$ cat config.mk
export PLATFORM = sky130hd
export DESIGN_NAME = rs_line_1_to_16
export DESIGN_NICKNAME = d
export VERILOG_FILES = /design/src/rtl/rs_encoder_pkg.sv /design/src/rtl/bsg_decode_with_v.sv /design/src/rtl/rs_line_1_to_16.sv
export SDC_FILE = /design/constraint.sdc
export NUM_CORES = 1
export LEC_CHECK = 0
export BUFFER_PORTS_ARGS = -buffer_cell sky130_fd_sc_hd__buf_2
export CORE_AREA = 3 3 213 215
export DETAILED_ROUTE_END_ITERATION = 8
export DIE_AREA = 0 0 216 218
export GPL_TIMING_DRIVEN = 1
export MAX_ROUTING_LAYER = met4
export PLACE_DENSITY_LB_ADDON = 0.12
export SYNTH_ARGS = -nofsm -noshare
export SYNTH_HDL_FRONTEND = slang
export SYNTH_HIERARCHICAL = 1
export SYNTH_SLANG_ARGS = --single-unit
export TNS_END_PERCENT = 100
$ cat constraint.sdc
create_clock -name clk -period 15.34 [get_ports clk]
set_input_delay 1.534 -clock clk [delete_from_list [all_inputs] [get_ports clk]]
set_output_delay 1.534 -clock clk [all_outputs]
set_load 0.05 [all_outputs]
$ cat src/rtl/rs_encoder_pkg.sv
// Shared helpers for the Reed-Solomon encoder array: index widths that stay
// at least one bit wide even for degenerate (single unit / single line) configs.
package rs_encoder_pkg;

  function automatic int rs_unit_w(input int num_units);
    return (num_units > 1) ? $clog2(num_units) : 1;
  endfunction

  function automatic int line_cnt_w(input int num_lines);
    return (num_lines > 1) ? $clog2(num_lines) : 1;
  endfunction

endpackage

$ cat src/rtl/bsg_decode_with_v.sv
// Index-to-one-hot decoder gated by a valid; all zeros when v_i is low.
module bsg_decode_with_v #(
  parameter  int num_out_p = 16,
  localparam int lg_w      = (num_out_p > 1) ? $clog2(num_out_p) : 1
) (
  input  logic [lg_w-1:0]      i,
  input  logic                 v_i,
  output logic [num_out_p-1:0] o
);

  // one bit per output, set only for the selected index while valid
  always_comb begin
    o = '0;
    for (int k = 0; k < num_out_p; k++) o[k] = v_i && (i == lg_w'(k));
  end

endmodule

$ cat src/rtl/rs_line_1_to_16.sv
// Round-robin line distributor feeding the RS encoder array: NUM_LINES
// consecutive lines go to one unit, then the pointer moves to the next unit.
// Units are never skipped so the output-side reducer can rebuild arrival order.
module rs_line_1_to_16
  import rs_encoder_pkg::*;
#(
  parameter  int NUM_RS_UNITS = 16,
  parameter  int DATA_W       = 256,
  parameter  int NUM_LINES    = 8,
  localparam int RS_UNIT_W    = rs_unit_w(NUM_RS_UNITS),
  localparam int LINE_CNT_W   = line_cnt_w(NUM_LINES)
) (
  input  logic                    clk,
  input  logic                    rst,
  input  logic                    src_distrib_line_val,
  input  logic [DATA_W-1:0]       src_distrib_line_data,
  output logic                    distrib_src_line_rdy,
  output logic [NUM_RS_UNITS-1:0] distrib_dst_line_vals,
  output logic [DATA_W-1:0]       distrib_dst_line_data,
  input  logic [NUM_RS_UNITS-1:0] dst_distrib_line_rdys,
  output logic [RS_UNIT_W-1:0]    distrib_cur_unit,
  output logic [LINE_CNT_W-1:0]   distrib_line_cnt
);

  localparam logic [RS_UNIT_W-1:0]  LAST_UNIT = RS_UNIT_W'(NUM_RS_UNITS - 1);
  localparam logic [LINE_CNT_W-1:0] LAST_LINE = LINE_CNT_W'(NUM_LINES - 1);

  logic                  out_val;
  logic [DATA_W-1:0]     out_data;
  logic [RS_UNIT_W-1:0]  out_unit;
  logic [RS_UNIT_W-1:0]  cur_unit;
  logic [LINE_CNT_W-1:0] line_cnt;
  logic                  drain;
  logic                  acc;

  // only the addressed unit's ready can drain the held line
  assign drain = out_val & dst_distrib_line_rdys[out_unit];
  assign distrib_src_line_rdy = ~out_val | drain;
  assign acc   = src_distrib_line_val & distrib_src_line_rdy;

  assign distrib_dst_line_data = out_data;
  assign distrib_cur_unit      = cur_unit;
  assign distrib_line_cnt      = line_cnt;

  // single-entry output register: reload on accept, clear on drain-only
  always_ff @(posedge clk or posedge rst) begin
    if (rst) begin
      out_val  <= 1'b0;
      out_data <= '0;
      out_unit <= '0;
    end else if (acc) begin
      out_val  <= 1'b1;
      out_data <= src_distrib_line_data;
      out_unit <= cur_unit;
    end else if (drain) begin
      out_val  <= 1'b0;
    end
  end

  // dispatch pointer advances only on accepted lines; wraps at block/array end
  always_ff @(posedge clk or posedge rst) begin
    if (rst) begin
      cur_unit <= '0;
      line_cnt <= '0;
    end else if (acc) begin
      if (line_cnt == LAST_LINE) begin
        line_cnt <= '0;
        cur_unit <= (cur_unit == LAST_UNIT) ? '0 : cur_unit + 1'b1;
      end else begin
        line_cnt <= line_cnt + 1'b1;
      end
    end
  end

  bsg_decode_with_v #(.num_out_p(NUM_RS_UNITS)) u_dec (
    .i   (out_unit),
    .v_i (out_val),
    .o   (distrib_dst_line_vals)
  );

endmodule

==> results.py, run 1 <==
metrics = {
    "status": {
        "status": "finished, final reports clean",
    },
    "logic_synthesis": {
        "synth_seq_cells": 268,
        "synthCells": 621,
        "synth_flop_cell": "dfrtp_1",
        "syn_nets": 899,
        "yosysWarnings": 6,
        "seq_area_frac_synth_pct": 64.1,
        "syn_avg_cell_area_sq_um": 16.9,
        "syn_area_sq_um": 10500,
        "synth_edf_count": 0,
        "synthArstFlopShare_pct": 100,
        "netlist-cell-type-count": 30,
    },
    "routing": {
        "final_antenna_net_count": 0,
        "drt-initial-drc-count": 234,
        "vias": 7354,
        "wirelength_um": 33700,
        "detail_route.wl_per_cell_um": 18.6,
        "drcViolationCount": 0,
        "dr.pass1.iters": 4,
        "avgViaCountPerCell": 4.06,
    },
    "sta": {
        "setup_tns_ps": 0,
        "worst_pin_slew_ps": 1010,
        "min_period_ps": 4790,
        "max_slew_margin_pct": 33.0,
        "slew_violations": 0,
        "fin_skew_ps": 17.6,
        "clock.fmax_mhz": 209,
        "rsz0062_at_grt": "no",
        "finalSetupViolations": 0,
        "period_share_pct": 31.3,
        "finalHoldViolations": 0,
    },
    "placement": {
        "dp_cells": 1743,
        "place.port_buffers": 554,
        "routabilityCongestion": 0.730,
        "hpwl_um": 25400,
    },
    "layout": {
        "nNetsFinal": 1465,
        "final_cell_mix": "554 x buf_2, 268 x dfrtp_1, 204 x mux2_1",
        "nFillCells": 4478,
        "drive_gt1_share_pct": 56.3,
        "layout.cells.non_filler": 1810,
        "syn2layout_area_growth_pct": 43.1,
        "multi_input_area_sq_um": 3440,
        "regArea_sq_um": 6710,
        "fin_util_pct": 34.1,
        "mostFrequentLayoutCell": "buf_2",
    },
    "grt": {
        "grt_usage_pct": 14.3,
        "grt_first_pass_wirelength_um": 49800,
        "gr-total-overflow": 0,
        "grt_antenna_before_repair": 8,
        "grt_max_degree": 76,
        "grt_pass1_vias": 8002,
    },
    "die": {
        "io_pins": 555,
        "die_area_sq_um": 47100,
        "fp.dieW_um": 216,
        "start_util_pct": 23.8,
        "fp-row-count": 77,
        "die_h_um": 218,
        "core_sq_um": 43900,
    },
    "setup_path": {
        "cp.required_ps": 15740,
        "cp-start-kind": "primary input",
        "critPathMaxFanout": 72,
        "setup.worst_path.class": "primary input to register",
        "end_kind": "register",
        "cp.arrival_ps": 5190,
    },
    "clock_network": {
        "cts_buffer_depth": 3,
        "clock-root-buffer": "clkbuf_16",
        "postCtsResizedCells": 0,
        "cts.sinks": 268,
        "clk_pin_slew_ps": 60,
        "cts_setup_buffers": 0,
        "cts_made_buffers": 34,
        "htreeDepth": 2,
        "cts_hold_buf": 0,
        "cts_tree": "done",
        "clk_latency_ps": 520,
    },
    "min_path": {
        "hp-class": "register to register",
    },
    "run": {
        "max_cap_violations": 0,
    },
}
[flip-flops by register name, indices dropped and copies added (netlist names)]
register and flops:
out_val 1, distrib_line_cnt 3, distrib_cur_unit 4, out_unit 4, distrib_dst_line_data 256
[layer usage]
layer,global-route usage [%],share of wire (%)
met5,-,0
met4,4.40,2.2
met3,6.17,10
met2,24.3,51
met1,15.1,37
[worst max-delay path: stages]
cell and delay, ps:
buf_2 80, mux2i_1 60, o32ai_1 250, o21bai_1 180
a31oi_4 190, buf_4 670, buf_4 820, buf_4 880
mux2_1 390
[cells in the mapped netlist (2+ instances only)]
cell	n	share of area [%]
mux2_4	20	2.9
nand2b_1	3	0.18
buf_2	5	0.24
nor2_1	13	0.47
mux2_1	204	22
nand2_1	5	0.18
mux2_2	40	4.3
o32ai_1	2	0.17
nor3_1	3	0.14
o21ai_0	2	0.096
ha_1	3	0.36
mux2i_1	4	0.38
dfrtp_1	268	64
inv_1	4	0.14
buf_6	25	2.7
nand3b_1	3	0.22
nand3_1	3	0.14
mux4_2	2	0.43
[logic make-up (layout without fill, tap and decap cells)]
| logic type | count (synthesis) | after routing | synth area share (%) |
|---|---|---|---|
| DFF | 268 | 268 | 64.1 |
| muxes | 270 | 270 | 29.9 |
| other | 0 | 8 | 0 |
| adders and majority gates | 3 | 3 | 0.359 |
| buffers and inverters | 35 | 624 | 3.14 |
| and+or+nand+nor | 35 | 35 | 1.77 |
| AOI/OAI and AO/OA | 9 | 9 | 0.646 |
| xor gates and xnor gates | 1 | 1 | 0.0837 |
[stage by stage]
step,hold WS [ps],worst slack [ps],area [sq um]
6_report,476,10550,15000
3_5_place_dp,469,9870,13700
2_1_floorplan,553,6420,10500
3_3_place_gp,462,9820,13700
5_1_grt,486,10200,15000
4_1_cts,481,10450,15000
[path summary, 6_finish.rpt]
| check | startpoint | to | slack (ps) | depth (start not counted) |
|---|---|---|---|---|
| worst max-delay path | dst_distrib_line_rdys[5] | distrib_dst_line_data[189] | 10550 | 9 |
| worst min-delay path | distrib_dst_line_data[127] | distrib_dst_line_data[127] | 480 | 1 |
| worst max register to register | out_unit[0] | distrib_dst_line_data[189] | 10800 | 8 |
| worst min register to register | distrib_dst_line_data[127] | distrib_dst_line_data[127] | 480 | 1 |
| max in group asynchronous | rst | distrib_cur_unit[3] | 12180 | 4 |
| min in group asynchronous | rst | distrib_dst_line_data[171] | 1060 | 2 |
[cell type report]
class | count | share of cell area (%)
diodes | 8 | 0.134
inverters | 4 | 0.150
well taps | 592 | 4.95
multi-input cells | 318 | 23.0
clock buffers | 52 | 7.23
repair buffers | 561 | 18.9
flip-flops and latches | 268 | 44.8
clock inverters | 7 | 0.919
Power of run 1 is left out: the tool's default activity adds up to more than one toggle a clock period on the data nets, which glitch-free logic cannot reach.
==> run 2, diff against run 1 <==
--- a/config.mk
+++ b/config.mk
@@ -5,10 +5,11 @@
 export SDC_FILE = /design/constraint.sdc
 export NUM_CORES = 1
 export LEC_CHECK = 0
+export ABC_AREA = 1
 export BUFFER_PORTS_ARGS = -buffer_cell sky130_fd_sc_hd__buf_2
-export CORE_AREA = 3 3 213 215
+export CORE_AREA = 3 3 218 220
 export DETAILED_ROUTE_END_ITERATION = 8
-export DIE_AREA = 0 0 216 218
+export DIE_AREA = 0 0 221 223
 export GPL_TIMING_DRIVEN = 1
 export MAX_ROUTING_LAYER = met4
 export PLACE_DENSITY_LB_ADDON = 0.12
==> constraint.sdc (replaced) <==
create_clock -name clk -period 4.7 [get_ports clk]
set_input_delay 0.47 -clock clk [delete_from_list [all_inputs] [get_ports clk]]
set_output_delay 0.47 -clock clk [all_outputs]
set_load 0.05 [all_outputs]
==> results.py, run 2 <==
metrics = {
    "status": {
        "status": "finished, final reports clean",
    },
    "clock_network": {
        "cts_hold_buf": 0,
        "postCtsResizedCells": 0,
        "clk_pin_slew_ps": 60,
        "cts.sinks": 268,
        "cts_tree": "done",
        "htreeDepth": 2,
        "clk_latency_ps": 530,
        "clock-root-buffer": "clkbuf_16",
        "cts_made_buffers": 36,
        "cts_buffer_depth": 3,
        "cts_setup_buffers": 0,
    },
    "sta": {
        "max_slew_margin_pct": 35.4,
        "slew_violations": 0,
        "rsz0062_at_grt": "no",
        "worst_pin_slew_ps": 970,
        "fin_skew_ps": 8.41,
        "finalSetupViolations": 0,
        "period_share_pct": 68.6,
        "min_period_ps": 3220,
        "clock.fmax_mhz": 310,
        "setup_tns_ps": 0,
        "finalHoldViolations": 0,
    },
    "layout": {
        "mostFrequentLayoutCell": "nand2_1",
        "nFillCells": 4974,
        "final_cell_mix": "564 x nand2_1, 553 x buf_2, 275 x nand3_1",
        "nNetsFinal": 2044,
        "drive_gt1_share_pct": 35.0,
        "syn2layout_area_growth_pct": 41.0,
        "largest_reg_flops": 256,
        "layout.cells.non_filler": 2398,
    },
    "die": {
        "fp-row-count": 78,
        "core_sq_um": 45500,
        "fp.dieW_um": 221,
        "die_h_um": 223,
        "io_pins": 555,
        "die_area_sq_um": 49300,
        "start_util_pct": 24.0,
    },
    "logic_synthesis": {
        "synth.top_cell.area_share_pct": 61.3,
        "yosysWarnings": 6,
        "seq_area_frac_synth_pct": 61.3,
        "syn_nets": 1529,
        "syn_avg_cell_area_sq_um": 8.74,
        "synth_top_area_cell": "dfrtp_1",
        "synthArstFlopShare_pct": 100,
        "ys_top_cells_by_area": "dfrtp_1 61%, nand2_1 19%, nand3_1 13%",
        "syn_area_sq_um": 10900,
        "synth_flop_cell": "dfrtp_1",
        "yosysMostFrequentCell": "nand2_1",
        "synthTopCellsByCount": "564 x nand2_1, 275 x nand3_1, 268 x dfrtp_1, 42 x buf_2, 30 x clkbuf_1",
        "synth_seq_cells": 268,
        "netlist-cell-type-count": 18,
        "synthCells": 1251,
        "synth_edf_count": 0,
    },
    "setup_path": {
        "cp.required_ps": 4230,
        "critPathMaxFanout": 47,
        "cp.arrival_ps": 2750,
        "setup.worst_path.class": "register to output pin",
        "end_kind": "output pin",
        "cp-start-kind": "register",
    },
    "power_and_ir_drop": {
        "p_comb_share_pct": 53.2,
        "p_sw_uw": 7970,
        "cell_internal_pwr_uw": 6650,
        "sw_frac_of_total_pct": 54.5,
        "vdd_drop_max_mv": 0.531,
        "seqPwrFrac_pct": 27.7,
        "p_per_area_nw_per_um2": 948,
        "clock_power_share_pct": 19.1,
        "power_leakage_uw": 0.00878,
    },
    "grt": {
        "grt_antenna_before_repair": 8,
        "grt_usage_pct": 17.0,
        "grt_pass1_vias": 10700,
        "grt_first_pass_wirelength_um": 64600,
        "grt_max_degree": 159,
        "gr-total-overflow": 0,
    },
    "routing": {
        "drt-initial-drc-count": 611,
        "wirelength_um": 42200,
        "final_antenna_net_count": 0,
        "vias": 10500,
        "avgViaCountPerCell": 4.37,
        "detail_route.wl_per_cell_um": 17.6,
        "dr.pass1.iters": 4,
        "drcViolationCount": 0,
    },
    "placement": {
        "place.port_buffers": 554,
        "routabilityCongestion": 0.836,
        "hpwl_um": 29100,
        "dp_cells": 2328,
    },
    "min_path": {
        "hp-class": "primary input to register",
    },
    "run": {
        "max_cap_violations": 0,
    },
}
## run 2: cell types whose count changed after synthesis, moves of 16 or more
cell and delta:
mux2_2 -40, nand3_1 +272, clkbuf_1 +30, buf_2 +37
nand2_1 +559, mux2_1 -204, mux2_4 -20, buf_6 -23
inv_1 +16
## run 2: routing by layer
metal,GRT usage (%),routed length [um],up-vias
met4,5.53,1060,0
met2,27.2,20000,373
met1,21.0,18200,4992
li1,-,-,5038
met5,-,0,-
met3,4.67,2910,68
## run 2: path summary, 6_finish.rpt
kind | start | end | slack (ps) | cells past startpoint
setup / recovery | out_unit[0] | distrib_src_line_rdy | 1480 | 8
hold / removal | src_distrib_line_data[138] | distrib_dst_line_data[138] | 160 | 3
setup reg to reg | out_unit[0] | distrib_dst_line_data[75] | 2180 | 9
hold reg to reg | distrib_dst_line_data[114] | distrib_dst_line_data[114] | 460 | 2
max in group asynchronous | rst | distrib_dst_line_data[66] | 3740 | 3
min in group asynchronous | rst | out_unit[2] | 170 | 3
## run 2: cells by family (layout without fill, tap and decap cells)
group	count (synthesis)	after routing	share of synthesized area, %
other cells	0	7	0
xor+xnor	1	1	0.0801
fa+ha+maj	3	3	0.343
buf+inv	109	649	4.86
simple gates	864	864	33.1
compound gates	6	6	0.275
flops	268	268	61.3
## run 2: through the flow
stage / utilization, % / total power (uW) / instance area (sq um) / hold WS [ps] / setup slack (ps)
floorplan: - / 9850 / 10900 / 525 / 691
global placement: 31.2 / 11900 / 14200 / 449 / 2060
detailed placement: 31.2 / 12000 / 14200 / 453 / 2020
CTS: 33.9 / 14900 / 15400 / 113 / 1430
global route: 33.9 / 15400 / 15400 / 134 / 1260
finish: 33.9 / 14600 / 15400 / 161 / 1480
## run 2: area by class of cell
cell class | count | area [sq um] | share of cell area [%]
antenna | 7 | 17.5 | 0.114
inverter | 21 | 85.1 | 0.552
clock buffer | 53 | 1090 | 7.04
tap | 600 | 751 | 4.87
clock inverter | 10 | 123 | 0.795
timing repair buffer | 565 | 2940 | 19.1
multi-input combinational | 874 | 3710 | 24.1
sequential | 268 | 6710 | 43.5
## run 2: power groups by stage
| stage | clock network [uW] | logic [uW] | registers [uW] |
|---|---|---|---|
| after floorplan | 0 | 1840 | 8020 |
| after global placement | 0 | 7860 | 4060 |
| after detailed placement | 0 | 7880 | 4080 |
| after CTS | 2910 | 7880 | 4060 |
| after global routing | 2990 | 8250 | 4200 |
| final | 2790 | 7770 | 4050 |
## run 2: worst max-delay path: stages, from the launching register on
cell and delay (ps):
dfrtp_1 670, inv_4 110, nand2_1 80, nand3_1 60, nand3_1 80, nand3_1 120, nand3_4 230, buf_4 480
buf_2 360
Note: power is estimated with default switching activity, not from simulation.
==> run 3, diff against run 2 <==
==> constraint.sdc (replaced) <==
create_clock -name clk -period 3.1 [get_ports clk]
set_input_delay 0.31 -clock clk [delete_from_list [all_inputs] [get_ports clk]]
set_output_delay 0.31 -clock clk [all_outputs]
set_load 0.05 [all_outputs]
==> results.py, run 3 (synthesis gave the netlist of run 2 again) <==
metrics = {
    "setup_path": {
        "slowest_delay_ps": 660,
        "path_depth": 8,
        "cp_num_buf_inv": 3,
        "end_kind": "output pin",
        "regToRegStartpoint": "out_unit[0]",
        "cp_top_family": "buffers and inverters",
        "cp.arrival_ps": 2540,
        "rr_endpoint": "distrib_dst_line_data[94]",
        "crit_chain": "inv_4, nand2_1, nand3_1, nand3_1, nand3_1, nand3_4, buf_12, buf_2",
        "cp.required_ps": 2790,
        "cp-startpoint": "out_unit[0]",
        "reg2regPathDepth": 10,
        "critPathMaxFanout": 79,
        "cp-start-kind": "register",
        "cpMostUsedCell": "nand3_1",
        "slowest_stage": "dfrtp_1",
        "regToRegSetupSlack_ps": 700,
        "setup.worst_path.class": "register to output pin",
    },
    "layout": {
        "largest_reg_flops": 256,
        "nFillCells": 4806,
        "mostFrequentLayoutCell": "nand2_1",
        "nNetsFinal": 2263,
        "layout.cells.non_filler": 2611,
        "syn2layout_area_growth_pct": 60.7,
        "drive_gt1_share_pct": 31.2,
        "final_cell_mix": "564 x nand2_1, 553 x buf_2, 275 x nand3_1",
    },
    "run": {
        "max_cap_violations": 0,
    },
    "routing": {
        "final_antenna_net_count": 0,
        "avgViaCountPerCell": 4.31,
        "drt-initial-drc-count": 622,
        "detail_route.wl_per_cell_um": 16.6,
        "wirelength_um": 43400,
        "drcViolationCount": 0,
        "vias": 11200,
        "dr.pass1.iters": 4,
    },
    "sta": {
        "worst_pin_slew_ps": 962,
        "min_period_ps": 2850,
        "clock.fmax_mhz": 351,
        "max_slew_margin_pct": 35.9,
        "finalHoldViolations": 0,
        "hold_slack_ps": 38.6,
        "rsz0062_at_grt": "no",
        "fin_skew_ps": 9.41,
        "finalSetupViolations": 0,
        "slew_violations": 0,
        "period_share_pct": 91.8,
    },
    "placement": {
        "hpwl_um": 29700,
        "routabilityCongestion": 0.813,
        "place.port_buffers": 554,
        "dp_cells": 2334,
    },
    "min_path": {
        "hold_path_end": "distrib_dst_line_data[69]",
        "holdPathStages": 3,
        "hp-class": "primary input to register",
        "hold_start": "src_distrib_line_data[69]",
    },
    "grt": {
        "grt_first_pass_wirelength_um": 68200,
        "grt_pass1_vias": 11500,
        "grt_antenna_before_repair": 3,
        "gr-total-overflow": 0,
        "grt_usage_pct": 17.6,
        "grt_max_degree": 175,
    },
    "status": {
        "status": "finished, final reports clean",
    },
    "die": {
        "io_pins": 555,
        "die_h_um": 223,
        "start_util_pct": 24.0,
        "fp-row-count": 78,
        "die_area_sq_um": 49300,
        "fp.dieW_um": 221,
        "core_sq_um": 45500,
    },
    "clock_network": {
        "clk_pin_slew_ps": 50,
        "clock-root-buffer": "clkbuf_16",
        "cts.sinks": 268,
        "clk_latency_ps": 520,
        "cts_setup_buffers": 0,
        "cts_buffer_depth": 3,
        "htreeDepth": 2,
        "cts_made_buffers": 34,
        "cts_tree": "done",
    },
    "power_and_ir_drop": {
        "vdd_drop_max_mv": 0.721,
        "p_per_area_nw_per_um2": 1260,
        "power_leakage_uw": 0.00969,
        "total_power_uw": 22200,
    },
}
## run 3: stage by stage
stage / setup WS (ps) / util [%] / TNS, ps / cell area [sq um]
6_report: 253 / 38.6 / 0 / 17600
2_1_floorplan: -749 / - / -200860 / 10900
4_1_cts: 200 / 38.6 / 0 / 17600
3_5_place_dp: 718 / 31.4 / 0 / 14300
3_3_place_gp: 767 / 31.4 / 0 / 14300
5_1_grt: 26.1 / 38.6 / 0 / 17600
## run 3: power by group
part	internal (uW)	switching, uW	total [uW]
Clock	2440	1530	3970
Sequential	5210	964	6170
Combinational	2520	9530	12000
Total	10200	12000	22200
## run 3: area by class of cell
type                            instances  area (sq um)  area share, %
Antenna cell                            3          7.51         0.0427
Tap cell                              600           751           4.27
Sequential cell                       268          6710           38.2
Multi-Input combinational cell        874          3710           21.1
Timing Repair Buffer                  786          5190           29.5
Inverter                               21          85.1          0.484
Clock buffer                           54          1070           6.09
Clock inverter                          5          53.8          0.306
## run 3: per-layer routing
layer	track usage, %	up-vias	part of all wire (%)
met1	21.9	5295	43
met4	5.88	0	3.1
met3	4.71	77	6.9
li1	-	5467	-
met5	-	-	0
met2	28.0	404	47
## run 3: how the worst max path moves through the flow
stage | endpoint
CTS | distrib_src_line_rdy
finish | distrib_src_line_rdy
floorplan | distrib_cur_unit[0]
detailed placement | distrib_dst_line_data[119]
global route | distrib_src_line_rdy
global placement | distrib_dst_line_data[143]
## run 3: worst reg2reg max path, stage by stage (launching register included)
cell,delay [ps]
dfrtp_1,660
inv_4,100
nand2_1,80
nand3_1,60
nand3_1,80
nand3_1,120
nand3_4,170
buf_12,330
buf_4,490
nand3_1,140
nand2_1,110
## run 3: what timing repair did
| item | CTS | global route |
|---|---|---|
| gates resized for setup | 0 | 0 |
| endpoints found under the hold margin | 228 | 0 |
| hold buffers | 215 | 0 |
